## config.mk

```make
export PLATFORM = sky130hd
export DESIGN_NAME = l2_port_arbiter
export DESIGN_NICKNAME = d
export VERILOG_FILES = /design/src/rtl/l2_port_arbiter.sv
export SDC_FILE = /design/constraint.sdc
export NUM_CORES = 1
export LEC_CHECK = 0
export BUFFER_PORTS_ARGS = -buffer_cell sky130_fd_sc_hd__buf_2
export CORE_UTILIZATION = 55
export CTS_CLUSTER_SIZE = 30
export DETAILED_ROUTE_END_ITERATION = 12
export PLACE_DENSITY = 0.85
export SYNTH_ARGS = -nofsm -noshare
export SYNTH_HDL_FRONTEND = slang
export SYNTH_SLANG_ARGS = --single-unit
```

## constraint.sdc

```tcl
create_clock -name clk -period 2.9 [get_ports clk]
set_input_delay 0.29 -clock clk [delete_from_list [all_inputs] [get_ports clk]]
set_output_delay 0.29 -clock clk [all_outputs]
set_load 0.005 [all_outputs]
```

## src/rtl/l2_port_arbiter.sv

```systemverilog
// l2_port_arbiter: shares the single L2 read port between the L1 instruction (0) and data (1) sides,
// round-robin under contention, with saturating hit/miss statistics.
module l2_port_arbiter #(
    parameter int ADDR_W = 11,
    parameter int DATA_W = 11,
    parameter int L2_LAT = 1,
    parameter int CNT_W  = 16
) (
    input  logic              clk,
    input  logic              rst_n,
    input  logic              req0_valid,
    input  logic [ADDR_W-1:0] req0_addr,
    output logic              req0_ready,
    output logic              resp0_valid,
    output logic [DATA_W-1:0] resp0_data,
    output logic              resp0_hit,
    input  logic              req1_valid,
    input  logic [ADDR_W-1:0] req1_addr,
    output logic              req1_ready,
    output logic              resp1_valid,
    output logic [DATA_W-1:0] resp1_data,
    output logic              resp1_hit,
    output logic              l2_read,
    output logic [ADDR_W-1:0] l2_addr,
    input  logic [DATA_W-1:0] l2_read_data,
    input  logic              l2_hit,
    input  logic              stat_clr,
    output logic [CNT_W-1:0]  hit_count,
    output logic [CNT_W-1:0]  miss_count,
    output logic              busy
);
    localparam int LW = $clog2(L2_LAT + 1);
    typedef enum logic [1:0] {IDLE, ISSUE, WAIT, RESP} state_t;
    state_t state;
    logic rr_ptr, owner, hit_q, gnt1;
    logic [LW-1:0] cnt;
    // port 1 wins when it is the only requester or when it holds the round-robin token
    assign gnt1 = req1_valid && (!req0_valid || rr_ptr);
    assign req0_ready = (state == IDLE) && req0_valid && !gnt1;
    assign req1_ready = (state == IDLE) && gnt1;
    assign busy = state != IDLE;
    always_ff @(posedge clk or negedge rst_n) begin
        if (!rst_n) begin
            state <= IDLE;
            rr_ptr <= 1'b0;
            owner <= 1'b0;
            hit_q <= 1'b0;
            cnt <= '0;
            l2_read <= 1'b0;
            l2_addr <= '0;
            resp0_valid <= 1'b0;
            resp0_data <= '0;
            resp0_hit <= 1'b0;
            resp1_valid <= 1'b0;
            resp1_data <= '0;
            resp1_hit <= 1'b0;
            hit_count <= '0;
            miss_count <= '0;
        end else begin
            if (stat_clr) begin
                hit_count <= '0;
                miss_count <= '0;
            end else if (state == RESP) begin
                if (hit_q) hit_count <= hit_count + CNT_W'(hit_count != '1);
                else miss_count <= miss_count + CNT_W'(miss_count != '1);
            end
            case (state)
                IDLE: if (req0_valid || req1_valid) begin
                    owner <= gnt1;
                    rr_ptr <= !gnt1;
                    l2_addr <= gnt1 ? req1_addr : req0_addr;
                    l2_read <= 1'b1;
                    state <= ISSUE;
                end
                ISSUE: begin
                    l2_read <= 1'b0;
                    cnt <= LW'(L2_LAT);
                    state <= WAIT;
                end
                WAIT: begin
                    cnt <= cnt - LW'(1);
                    if (cnt == LW'(1)) begin
                        hit_q <= l2_hit;
                        l2_addr <= '0;
                        resp0_valid <= !owner;
                        resp0_data <= owner ? '0 : l2_read_data;
                        resp0_hit <= !owner && l2_hit;
                        resp1_valid <= owner;
                        resp1_data <= owner ? l2_read_data : '0;
                        resp1_hit <= owner && l2_hit;
                        state <= RESP;
                    end
                end
                RESP: begin
                    resp0_valid <= 1'b0;
                    resp0_data <= '0;
                    resp0_hit <= 1'b0;
                    resp1_valid <= 1'b0;
                    resp1_data <= '0;
                    resp1_hit <= 1'b0;
                    state <= IDLE;
                end
            endcase
        end
    end
endmodule

```

## Word-level counts from Yosys, hierarchy flattened

Index checks and enable logic that the tools add are counted.

- Bits in registers: 76
- Bits of input ports: 39
- Word-level logic and storage cells: 83

- $add $sub $neg: 3
- Eq/ne operators: 8
- Muxes and demuxes: 30
- Reduce and logical (&&, ||, !) cells: 27

Operators by type and width:

| cell | number |
|---|---|
| $mux W16 | 6 |
| $mux W11 | 7 |
| $pmux W11 S2 | 3 |
| $add A16 B1 Y16 | 2 |
| $ne A16 B16 Y1 const B | 2 |
| $reduce_and A2 Y1 | 7 |
| $reduce_bool A2 Y1 | 7 |
| $pmux W1 S2 | 6 |
| $pmux W2 S4 | 1 |
| $logic_and A1 B1 Y1 | 6 |
| $mux W1 | 5 |
| $eq A2 B2 Y1 const B | 2 |
| $mux W2 | 2 |
| $ne A2 B2 Y1 const B | 2 |
| $logic_not A1 Y1 | 3 |
| $reduce_and A3 Y1 | 1 |
| $eq A2 B1 Y1 const B | 1 |
| $logic_not A2 Y1 | 1 |
| $logic_or A1 B1 Y1 | 2 |
| $ne A2 B1 Y1 const B | 1 |
| $sub A1 B1 Y1 const B | 1 |

## Logic depth before layout (Yosys ltp)

Gate-level depths: netlist (run 1).

- Depth after elaboration: 6
- Gate-level depth with buffers: 9
- Depth with buffers taken out: 9

## Least setup slack after synthesis (run 1)

OpenSTA, ideal clock, no wires.

- Path kind: flip-flop to flip-flop
- Start: register miss_count[7]
- End: register miss_count[14]
- Setup time: 78 ps
- Arrival: 1918 ps
- Required time: 2822 ps
- Path slack: 904 ps
- Cell stages (with the launch flop): 10
- Path buffers: 1
- Period minus slack after synthesis: 1996 ps
- Cell sequence: dfrtp_1 and3_1 nand4_1 nor2_1 nand4_1 ha_1 o2111ai_2 buf_6 or4_1 a21oi_1

- Word-level cells in the longest chain between the ends: 5

Ends and longest elaborated chain:

| item | RTL line | RTL |
|---|---|---|
| start, declared | 29 | `output logic [CNT_W-1:0] miss_count,` |
| start signal, assigned | 65 | `else miss_count <= miss_count + CNT_W'(miss_count != '1);` |
| $ne A16 B16 Y1 | 65 |  |
| $add A16 B1 Y16 * | 65 |  |
| $mux W16 * | 64 | `if (hit_q) hit_count <= hit_count + CNT_W'(hit_count != '1);` |
| $mux W16 * | 63 | `end else if (state == RESP) begin` |
| $mux W16 * | 60 | `if (stat_clr) begin` |

Every way passes the cells marked *; elsewhere a longest branch is shown, timed or not. The select of a mux whose other input is x is not followed.
A chain may end at the register's enable or synchronous reset.

## Worst setup path after layout (run 1)

- Start: register hit_count[6]
- End: register hit_count[14]

- Word-level cells in the longest chain between the ends: 5

Ends and longest elaborated chain:

| item | RTL line | RTL |
|---|---|---|
| start, declared | 28 | `output logic [CNT_W-1:0] hit_count,` |
| start signal, assigned | 64 |  |
| $ne A16 B16 Y1 | 64 |  |
| $add A16 B1 Y16 * | 64 |  |
| $mux W16 * | 64 |  |
| $mux W16 * | 63 |  |
| $mux W16 * | 60 |  |

Marked as above.

==> out/summary.md, run 1 <==
## Layout
* 1470 um2 — combined area of the multi-input logic cells
* buf_2 (110), dfrtp_1 (76), a22o_1 (25) — commonest cells after routing, fill and taps aside
* buf_2 — leading cell type in the layout, fill and taps excluded
* 0 — ant diodes
* 22.8% — Syn-to-layout area delta
* 468 — Nets
* 32.4% — fraction of final layout cells sized beyond drive strength 1
* 4280 um2 — Layout Cell Area excl Fill
* 460 — fill cell total of the finished layout
* 1900 um2 — sequential cell area in the final layout
* 501 — Layout Cells excl Fill
* 71.0% — final design utilization

## STA
* 0 — max-slew violation count
* no — unrepaired setup endpoints after global routing
* 426 MHz — Peak Freq
* 0.0765 ns — WHS
* 0.552 ns — setup slack of the critical path after layout
* 38.8% — Max transition margin
* 81.0% — final worst path period share
* 0 ns — total negative setup slack
* 0 — final number of setup-violating endpoints
* 0 — Hold Vio Cnt, Final
* 0.00790 ns — maximum clock skew at final layout
* 0.918 ns — actual slew at the worst max-slew pin
* 2.35 ns — post-layout minimum cycle time

## Worst setup path
* 3.17 ns — critical path data required time
* flip-flop — CP endpoint kind
* hit_count[14] — capturing instance or port of the critical path
* 11 — maximum fanout along the worst path
* hit_count[14] — terminus of the critical flop-to-flop path
* 8 — cell count of the worst reg-to-reg path
* 2.62 ns — signal arrival time at the worst endpoint
* flip-flop to flip-flop — WS Path Type
* flip-flop — CP Launch Type
* 0.55 ns — register-to-register setup slack
* hit_count[6] — Crit. Startpoint
* hit_count[6] — start of the worst register-to-register path

## Clocking
* 0 — post-cts repair resize count
* 3 — H-Tree Level Count
* 0 — Post-CTS Hold Fix Bufs
* 2 — clk buf depth
* 0 — setup fix buffers added after clock tree synthesis
* clkbuf_8 — CTS Root Cell
* 0.34 ns — clock latency reported for the late side of the worst-skew pair
* 76 — clock net sink count
* 0.08 ns — clock transition at the registers of the reported paths
* 9 — number of clock buffers inserted by TritonCTS
* done — TritonCTS clock tree

## Pwr
* 785 nW/um2 — power per cell area
* 0.000507 V — Peak VDD IR
* 3.36 mW — Total Power Consumption
* 2.19 nW — leakage power of the design

## Die
* 6030 um2 — core area
* 6650 um2 — Die Outline Area
* 57.8% — starting utilization of the core area
* 81.6 um — die width
* 28 — row cnt
* 81.6 um — Die Span Y
* 112 — boundary pin count

## Synth
* 309 — post-synthesis instance total
* 0 — Warnings, synthesis
* 41 — library cells used by synthesis
* 54.6% — area share of the leading cell type in the synthesized netlist
* dfrtp_1 — dominant cell type by area after synthesis
* 76 — flop and latch count out of synthesis
* 54.6% — proportion of synthesized chip area in sequential cells
* dfrtp_1 (55%), a22o_1 (6.3%), mux2i_1 (3.7%), xor2_1 (3.0%), ha_1 (2.9%) — top cells by area, synth
* 11.3 um2 — Syn Area/Cell
* 3480 um2 — area of the mapped netlist
* 356 — post-synth net total

## Placed design
* 0.842 — routability congestion estimate from global placement
* 0.592 ns — post-place setup slack
* 485 — Placed Instances
* 5440 um — final HPWL from detailed placement
* 4100 um2 — cell area reported after detailed placement
* 111 — Port Buffers

## Route
* 7880 um — Post-Route WL
* 153 — DR iter-0 viols
* 5.85 — vias per std cell
* 0 — Final ANT Viol Nets
* 4 — first-pass iteration count of the detailed router
* 2931 — total via count in the routed design
* 15.7 um — routed length per instance
* 0 — number of remaining DRC errors

## GRT
* 2659 — via count of the first global-routing pass
* 0 — overflow left after global routing
* 0 — antenna violations before repair
* 12600 um — wire length of the first global-routing pass
* 24.8% — aggregate global-route resource usage
* 77 — largest net degree at the start of global routing

## Status
* completed — status

## Flow run
* 0 — count of max-cap constraint violations

## Min path
* input port to asynchronous set/reset pin — classification of the worst-slack hold path

## cell usage after synthesis
library cell and instances:
nand2b_1 2, a31oi_1 1, nor2b_1 2, clkbuf_1 7, o2111ai_2 2, inv_1 10
o211ai_1 2, nor2_1 20, and4_1 3, mux2_1 1, nand4_1 9, or4_1 6
buf_2 2, buf_4 1, a22o_1 25, and4_2 1, o21ai_0 11, a31o_1 1
buf_1 3, nor3_1 1, o21ai_1 2, nor3b_1 1, nand3_1 7, ha_1 8
o2bb2ai_1 11, a21o_1 4, nor4_1 1, o31ai_1 6, mux2i_1 13, nand2_1 15
o2111ai_1 1, dfrtp_1 76, buf_6 2, mux2_2 3, and2_1 1, xnor2_1 1
xor2_1 12, and3_1 6, or3_1 10, and2b_1 1, a21oi_1 18
## layer usage
layer  up-vias  track usage [%]  routed length (um)  part of all wire, %
li1       1363                -                   -                    -
met1      1465             33.5                3400                   43
met2        92             40.3                4040                   51
met3        11             3.22                 348                  4.4
met4         0             10.5                  97                  1.2
met5         -                0                   0                    0
## worst min path at each step
| stage | startpoint | depth (start not counted) | end |
|---|---|---|---|
| floorplan | rst_n | 0 | cnt |
| global placement | resp0_valid | 1 | resp0_valid |
| detailed placement | l2_addr[0] | 1 | l2_addr[0] |
| CTS | rst_n | 1 | miss_count[4] |
| global route | rst_n | 1 | miss_count[0] |
| finish | rst_n | 1 | miss_count[11] |
## kinds of logic after synthesis
kind of cell / after synthesis / synth area share (%)
AND/OR/NAND/NOR: 86 / 13.3
AO/OA/AOI/OAI: 84 / 17.6
flip-flops: 76 / 54.6
buffers and inverters: 25 / 3.31
multiplexers: 17 / 5.03
XOR/XNOR: 13 / 3.27
adder cells (fa/ha/maj): 8 / 2.87
## sequential cells by signal, indices dropped and copies added, names as in the netlist, 2 cells and up
| register | flops |
|---|---|
| resp0_data | 11 |
| state | 2 |
| resp1_data | 11 |
| miss_count | 16 |
| l2_addr | 11 |
| hit_count | 16 |
## final cells by class
type | instances | share of cell area [%]
clock buffer | 11 | 3.31
inverter | 10 | 0.878
tap | 75 | 2.19
clock inverter | 5 | 0.878
multi-input combinational | 208 | 34.3
sequential | 76 | 44.5
timing repair buffer | 116 | 13.9
## report_power, final
part,switching [mW],total (mW),internal (mW)
logic,0.594,1.13,0.534
clock network,0.391,0.726,0.336
registers,0.177,1.50,1.32
total,1.16,3.36,2.19
## critical path, stage by stage, from the launching register on
cell	delay (ns)
dfrtp_1	0.45
and3_1	0.22
nand4_1	0.19
nor2_1	0.07
nand4_1	0.13
ha_1	0.21
nand4_1	0.31
or4_1	0.52
a21oi_1	0.17
No activity file was read; power rests on OpenSTA's default activity.
==> inputs of run 2 (changes only) <==
Settings changed: CORE_UTILIZATION 55 to 46, PLACE_DENSITY 0.85 to 0.76.
Clock period 2.9 ns to 2 ns, I/O delays scaled along.
==> run 2 against run 1 <==
The run now ends with setup timing left; design area grew 12%; register-to-register slack lost 0.59 ns; die area is 19% higher; sequential share of layout area decreased by 4.6 points; cell count is 13% higher; sequential power increased by 44%; wire length increased by 8.3%; clock skew grew 0.0020 ns; utilization fell by 5.5 points; clock power up 83%; critical path depth up 1; combinational power increased by 58%; critical path type unchanged.
==> out/summary.md, run 2 (synthesis results as in run 1) <==
## Min path
* 2 — worst hold path depth
* input port to flip-flop — classification of the worst-slack hold path

## Pwr
* 5.27 mW — Total Power Consumption, +57%
* 0.000675 V — Peak VDD IR, +33%
* 2.43 nW — leakage power of the design, +11%
* 1100 nW/um2 — power per cell area, +41%

## Clocking
* 9 — number of clock buffers inserted by TritonCTS, unchanged
* 0.34 ns — clock latency reported for the late side of the worst-skew pair, about the same
* 3 — H-Tree Level Count, unchanged
* 2 — clk buf depth, unchanged
* clkbuf_8 — CTS Root Cell
* 76 — clock net sink count, unchanged
* 0.09 ns — clock transition at the registers of the reported paths, about the same
* done — TritonCTS clock tree

## Worst setup path
* 9 — cell count of the worst reg-to-reg path, +1
* 2.31 ns — signal arrival time at the worst endpoint, -0.31 ns
* flip-flop — CP Launch Type
* 3 — maximum fanout along the worst path, -8
* flip-flop — CP endpoint kind
* flip-flop to flip-flop — WS Path Type
* 2.27 ns — critical path data required time, -0.90 ns

## Die
* 112 — boundary pin count, unchanged
* 89.0 um — die width, +9.1%
* 31 — row cnt, +11%
* 7290 um2 — core area, +21%
* 7920 um2 — Die Outline Area, +19%
* 47.8% — starting utilization of the core area, -10 points
* 89.0 um — Die Span Y, +9.1%

## Placed design
* 0.854 — routability congestion estimate from global placement, +1.4%
* 539 — Placed Instances, +11%
* 5750 um — final HPWL from detailed placement, +5.8%
* 111 — Port Buffers, unchanged

## STA
* 0.00992 ns — maximum clock skew at final layout, +0.00202 ns
* 492 MHz — Peak Freq, +15%
* 0 — max-slew violation count, unchanged
* 2.03 ns — post-layout minimum cycle time, -0.314 ns
* 102% — final worst path period share, +21 points
* 1 — final number of setup-violating endpoints, +1
* 0 — Hold Vio Cnt, Final, unchanged
* 0.903 ns — actual slew at the worst max-slew pin, -0.0147 ns
* 0.0896 ns — WHS, +0.0131 ns
* -0.0343 ns — setup slack of the critical path after layout, -0.586 ns
* -0.0343 ns — total negative setup slack, -0.0343 ns
* 39.5% — Max transition margin, +0.72 points
* yes — unrepaired setup endpoints after global routing

## GRT
* 2834 — via count of the first global-routing pass, +6.6%
* 0 — antenna violations before repair, unchanged
* 13100 um — wire length of the first global-routing pass, +4.2%
* 0 — overflow left after global routing, unchanged
* 21.2% — aggregate global-route resource usage, -3.6 points
* 42 — largest net degree at the start of global routing, -45%

## Layout
* 37.1% — Syn-to-layout area delta
* buf_2 (110), dfrtp_1 (76), buf_4 (42) — commonest cells after routing, fill and taps aside
* 566 — Layout Cells excl Fill, +13%
* 65.5% — final design utilization, -5.5 points
* 509 — Nets, +8.8%
* buf_2 — leading cell type in the layout, fill and taps excluded
* hit_count (16), miss_count (16) — largest registers
* 1900 um2 — sequential cell area in the final layout, unchanged
* 1570 um2 — combined area of the multi-input logic cells, +6.7%
* 595 — fill cell total of the finished layout, +29%
* 0 — ant diodes, unchanged
* 42.0% — fraction of final layout cells sized beyond drive strength 1, +9.6 points

## Route
* 3074 — total via count in the routed design, +4.9%
* 0 — number of remaining DRC errors, unchanged
* 8540 um — Post-Route WL, +8.3%
* 116 — DR iter-0 viols, -24%
* 0 — Final ANT Viol Nets, unchanged
* 15.1 um — routed length per instance, -4.1%
* 4 — first-pass iteration count of the detailed router, unchanged
* 5.43 — vias per std cell, -7.2%

## Status
* finished, violations left — status
* setup timing — failing checks

## Flow run
* 0 — count of max-cap constraint violations, unchanged

-- run 2: changes by cell type in the layout (fill, tap and decap cells not counted), moves of 3 or more --
cell	before	now
buf_4	6	42
ha_1	8	4
ha_2	0	4
a21oi_1	18	15
a21oi_2	0	3
-- run 2: power breakdown --
part	leakage, nW	internal (mW)	switching (mW)
combinational	1.30	0.856	0.919
clock	0.106	0.743	0.586
sequential	1.02	1.92	0.244
-- run 2: repair_timing --
action	in CTS	in global routing
setup buffers	2	7
endpoints found under the setup margin	4	15
gates cloned	0	1
pin swaps	0	15
gates resized for setup	2	20
hold endpoints to repair	35	0
hold buffers	1	0
-- run 2: through the flow --
step,instance area (um2),setup WS [ns]
2_1_floorplan,3480,0.00401
3_3_place_gp,4370,0.0554
3_5_place_dp,4370,-0.0446
4_1_cts,4630,0.00552
5_1_grt,4770,-0.134
6_report,4770,-0.0343
-- run 2: routing by layer --
metal	vias to the layer above	wire length [um]	global-route usage, %
met5	-	0	0
met4	0	76	7.79
li1	1456	-	-
met3	9	286	2.77
met1	1531	4030	28.6
met2	78	4140	35.3
-- run 2: area by class of cell --
type	instances	area share, %
Sequential cell	76	39.8
Multi-Input combinational cell	209	32.8
Timing Repair Buffer	156	19.2
Clock buffer	11	2.96
Tap cell	99	2.59
Clock inverter	5	1.76
Inverter	10	0.786
-- run 2: final timing paths --
kind                         startpoint        endpoint  slack (ns)
setup / recovery           hit_count[7]   hit_count[15]       -0.03
hold / removal               req1_valid          rr_ptr        0.09
setup reg to reg           hit_count[7]   hit_count[15]       -0.03
hold reg to reg             resp1_valid     resp1_valid        0.48
max in group asynchronous         rst_n         l2_read        1.05
min in group asynchronous         rst_n  miss_count[11]        0.36
-- run 2: worst max-delay path, stage by stage (launching register included) --
cell and delay (ns):
dfrtp_1 0.38, and3_4 0.19, nand4_1 0.13, nor2_2 0.05, nand4_1 0.13, ha_2 0.21
and4_1 0.20, nand4_1 0.16, or3_4 0.41, a21oi_2 0.12
==> inputs of run 3 (changes only) <==
Settings changed: ABC_AREA set to 1, CORE_UTILIZATION 46 to 47.
==> run 3 against run 2 <==
The run now ends clean; non-clock buffer count decreased by 22; clock power about the same; synthesized cell count increased by 54%; die area increased by 8.7%; register-to-register slack improved by 0.14 ns; power increased by 4.3%; via count increased by 17%; count of clock-buffer cells in the layout decreased by 1; largest power group unchanged.
==> out/summary.md, run 3 <==
## GRT
* 0 — antenna violations before repair, unchanged
* 15300 um — wire length of the first global-routing pass, +17%
* 0 — overflow left after global routing, unchanged
* 3460 — via count of the first global-routing pass, +22%
* 22.3% — aggregate global-route resource usage, +1.1 points
* 42 — largest net degree at the start of global routing, unchanged

## Layout
* 0 — ant diodes, unchanged
* 1900 um2 — sequential cell area in the final layout, unchanged
* 655 — Nets, +29%
* buf_2 (110), nand2_1 (90), inv_1 (76), dfrtp_1 (76), nor2_1 (75) — commonest cells after routing, fill and taps aside
* 1660 um2 — combined area of the multi-input logic cells, +6.1%
* 31.0% — fraction of final layout cells sized beyond drive strength 1, -11 points
* buf_2 — leading cell type in the layout, fill and taps excluded
* 692 — fill cell total of the finished layout, +16%
* hit_count (16), miss_count (16) — largest registers
* 28.5% — Syn-to-layout area delta

## Min path
* stat_clr — worst hold start
* input port to flip-flop — classification of the worst-slack hold path

## Route
* 166 — DR iter-0 viols, +43%
* 13.0 um — routed length per instance, -14%
* 0 — number of remaining DRC errors, unchanged
* 0 — Final ANT Viol Nets, unchanged
* 5.02 — vias per std cell, -7.5%
* 7 — first-pass iteration count of the detailed router, +3
* 9260 um — Post-Route WL, +8.5%
* 3591 — total via count in the routed design, +17%

## Worst setup path
* nor2_1 — most frequent cell on the critical path
* 1 — sum of buffers and inverters on the critical path, +1
* flip-flop — CP Launch Type
* flip-flop — CP endpoint kind
* flip-flop to flip-flop — WS Path Type
* dfrtp_1 — critical-path cell with the highest stage delay
* simple AND/OR/NAND/NOR gates — kind of cell adding the most delay to the critical path
* hit_count[9] — start of the worst register-to-register path
* 0.10 ns — register-to-register setup slack, +0.14 ns
* hit_count[9] — Crit. Startpoint
* 4 — maximum fanout along the worst path, +1
* 2.15 ns — signal arrival time at the worst endpoint, -0.16 ns
* nand2_1, nor2_4, nand3_2, or3_4, ha_1, inv_1, nor2_1, nand2_1, nor2_1, a21oi_1, nor2_1 — critical-path cell list
* 0.40 ns — Critical Path Max Stage Delay, about the same
* 2.25 ns — critical path data required time, -0.02 ns

## Clocking
* 3 — H-Tree Level Count, unchanged
* 9 — number of clock buffers inserted by TritonCTS, unchanged
* 0.09 ns — clock transition at the registers of the reported paths, about the same
* 76 — clock net sink count, unchanged
* 2 — clk buf depth, unchanged
* done — TritonCTS clock tree
* clkbuf_8 — CTS Root Cell
* 0.35 ns — clock latency reported for the late side of the worst-skew pair, about the same

## Synth
* 0 — number of synthesized flops with an enable pin, unchanged
* 522 — post-synth net total, +47%
* 29 — library cells used by synthesis, -29%
* dfrtp_1 (49%), nand2_1 (9.1%), nor2_1 (7.8%), inv_1 (7.5%), o22ai_2 (5.8%) — top cells by area, synth
* 76 — flop and latch count out of synthesis, unchanged
* nand2_1 — most instantiated library cell after synthesis
* 475 — post-synthesis instance total, +54%
* 49.1% — proportion of synthesized chip area in sequential cells, -5.5 points
* 8.16 um2 — Syn Area/Cell, -28%
* 49.1% — area share of the leading cell type in the synthesized netlist, -5.5 points
* dfrtp_1 — Post-synth top flop
* dfrtp_1 — dominant cell type by area after synthesis
* 0 — Warnings, synthesis, unchanged
* nand2_1 (94), nor2_1 (80), inv_1 (77) — Synth top cells by count
* 3870 um2 — area of the mapped netlist, +11%
* 100% — share of flip-flops with an asynchronous set or reset, unchanged

## Pwr
* 1100 nW/um2 — power per cell area, about the same
* 0.000696 V — Peak VDD IR, +3.2%
* 2.53 nW — leakage power of the design, +4.4%

## STA
* 67.5% — Max transition margin, +28 points
* 527 MHz — Peak Freq, +7.2%
* 0 — max-slew violation count, unchanged
* 94.9% — final worst path period share, -6.8 points
* 0.0506 ns — WHS, -0.0391 ns
* 1.90 ns — post-layout minimum cycle time, -0.136 ns
* 0 ns — total negative setup slack, +0.0343 ns
* 0.0134 ns — maximum clock skew at final layout, +0.00347 ns
* 0.487 ns — actual slew at the worst max-slew pin, -0.416 ns
* 0 — final number of setup-violating endpoints, -1
* 0 — Hold Vio Cnt, Final, unchanged

## Placed design
* 6490 um — final HPWL from detailed placement, +13%
* 111 — Port Buffers, unchanged
* 0.822 — routability congestion estimate from global placement, -3.6%

## Die
* 8610 um2 — Die Outline Area, +8.7%
* 92.8 um — die width, +4.2%
* 112 — boundary pin count, unchanged
* 7850 um2 — core area, +7.6%
* 49.4% — starting utilization of the core area, +1.6 points
* 32 — row cnt, +3.2%
* 92.8 um — Die Span Y, +4.2%

## Status
* completed — status

## Flow run
* 0 — count of max-cap constraint violations, unchanged

-- run 3: changes by cell type in the layout (fill, tap and decap cells not counted), moves of 9 or more --
cell and delta:
a22o_1 -25, buf_4 -21, inv_1 +66, mux2i_1 -12, nand2_1 +77, nand3_1 +13
nor2_1 +56, o21ai_0 +23, o22ai_2 +18, o2bb2ai_1 -11, or3_1 -9, xor2_1 -12
-- run 3: what timing repair did --
action,CTS,global route
gates resized for setup,0,18
buffers inserted,1,7
hold endpoints to repair,35,0
hold buffers,1,0
pin swaps,2,4
endpoints found under the setup margin,3,39
-- run 3: final cells by class --
cell class	count	area share, %
multi-input cells	309	33.4
repair buffers	134	15.2
clock inverters	6	1.89
flip-flops and latches	76	38.2
clock buffers	10	2.77
inverters	78	5.88
well taps	102	2.56
-- run 3: power by group --
part / total [mW] / switching [mW] / leakage (nW) / internal, mW
clock: 1.35 / 0.601 / 0.113 / 0.748
sequential: 2.07 / 0.200 / 1.02 / 1.87
combinational: 2.07 / 1.20 / 1.41 / 0.872
total: 5.50 / 2.00 / 2.53 / 3.49
-- run 3: stage by stage --
step | setup WS (ns) | util (%) | cells | instance area, um2 | total power [mW]
2_1_floorplan | 0.259 | - | 475 | 3870 | 3.42
3_3_place_gp | 0.0950 | 58.8 | 690 | 4620 | 4.00
3_5_place_dp | -0.0205 | 58.8 | 690 | 4620 | 4.08
4_1_cts | 0.0205 | 62.0 | 708 | 4870 | 5.44
5_1_grt | -0.0302 | 63.4 | 715 | 4980 | 5.90
6_report | 0.102 | 63.4 | 715 | 4980 | 5.50
-- run 3: metal layers --
| layer | routed length (um) | GRT usage, % | vias to the layer above |
|---|---|---|---|
| li1 | - | - | 1783 |
| met1 | 4080 | 29.0 | 1702 |
| met2 | 4670 | 37.3 | 94 |
| met3 | 380 | 3.04 | 12 |
| met4 | 129 | 9.36 | 0 |
| met5 | 0 | 0 | - |
-- run 3: logic make-up after synthesis --
logic type | share of synthesized area, %
compound gates | 15.3
xor+xnor | 0.452
fa+ha+maj | 2.58
buf+inv | 9.43
flops | 49.1
simple gates | 23.1
-- run 3: worst paths after layout --
kind                                  end  depth (start not counted)
min                          hit_count[2]                          2
min reg2reg                    l2_addr[2]                          2
max                         hit_count[15]                         11
max in group asynchronous      l2_addr[8]                          3
min in group asynchronous  miss_count[11]                          2
max reg2reg                 hit_count[15]                         11
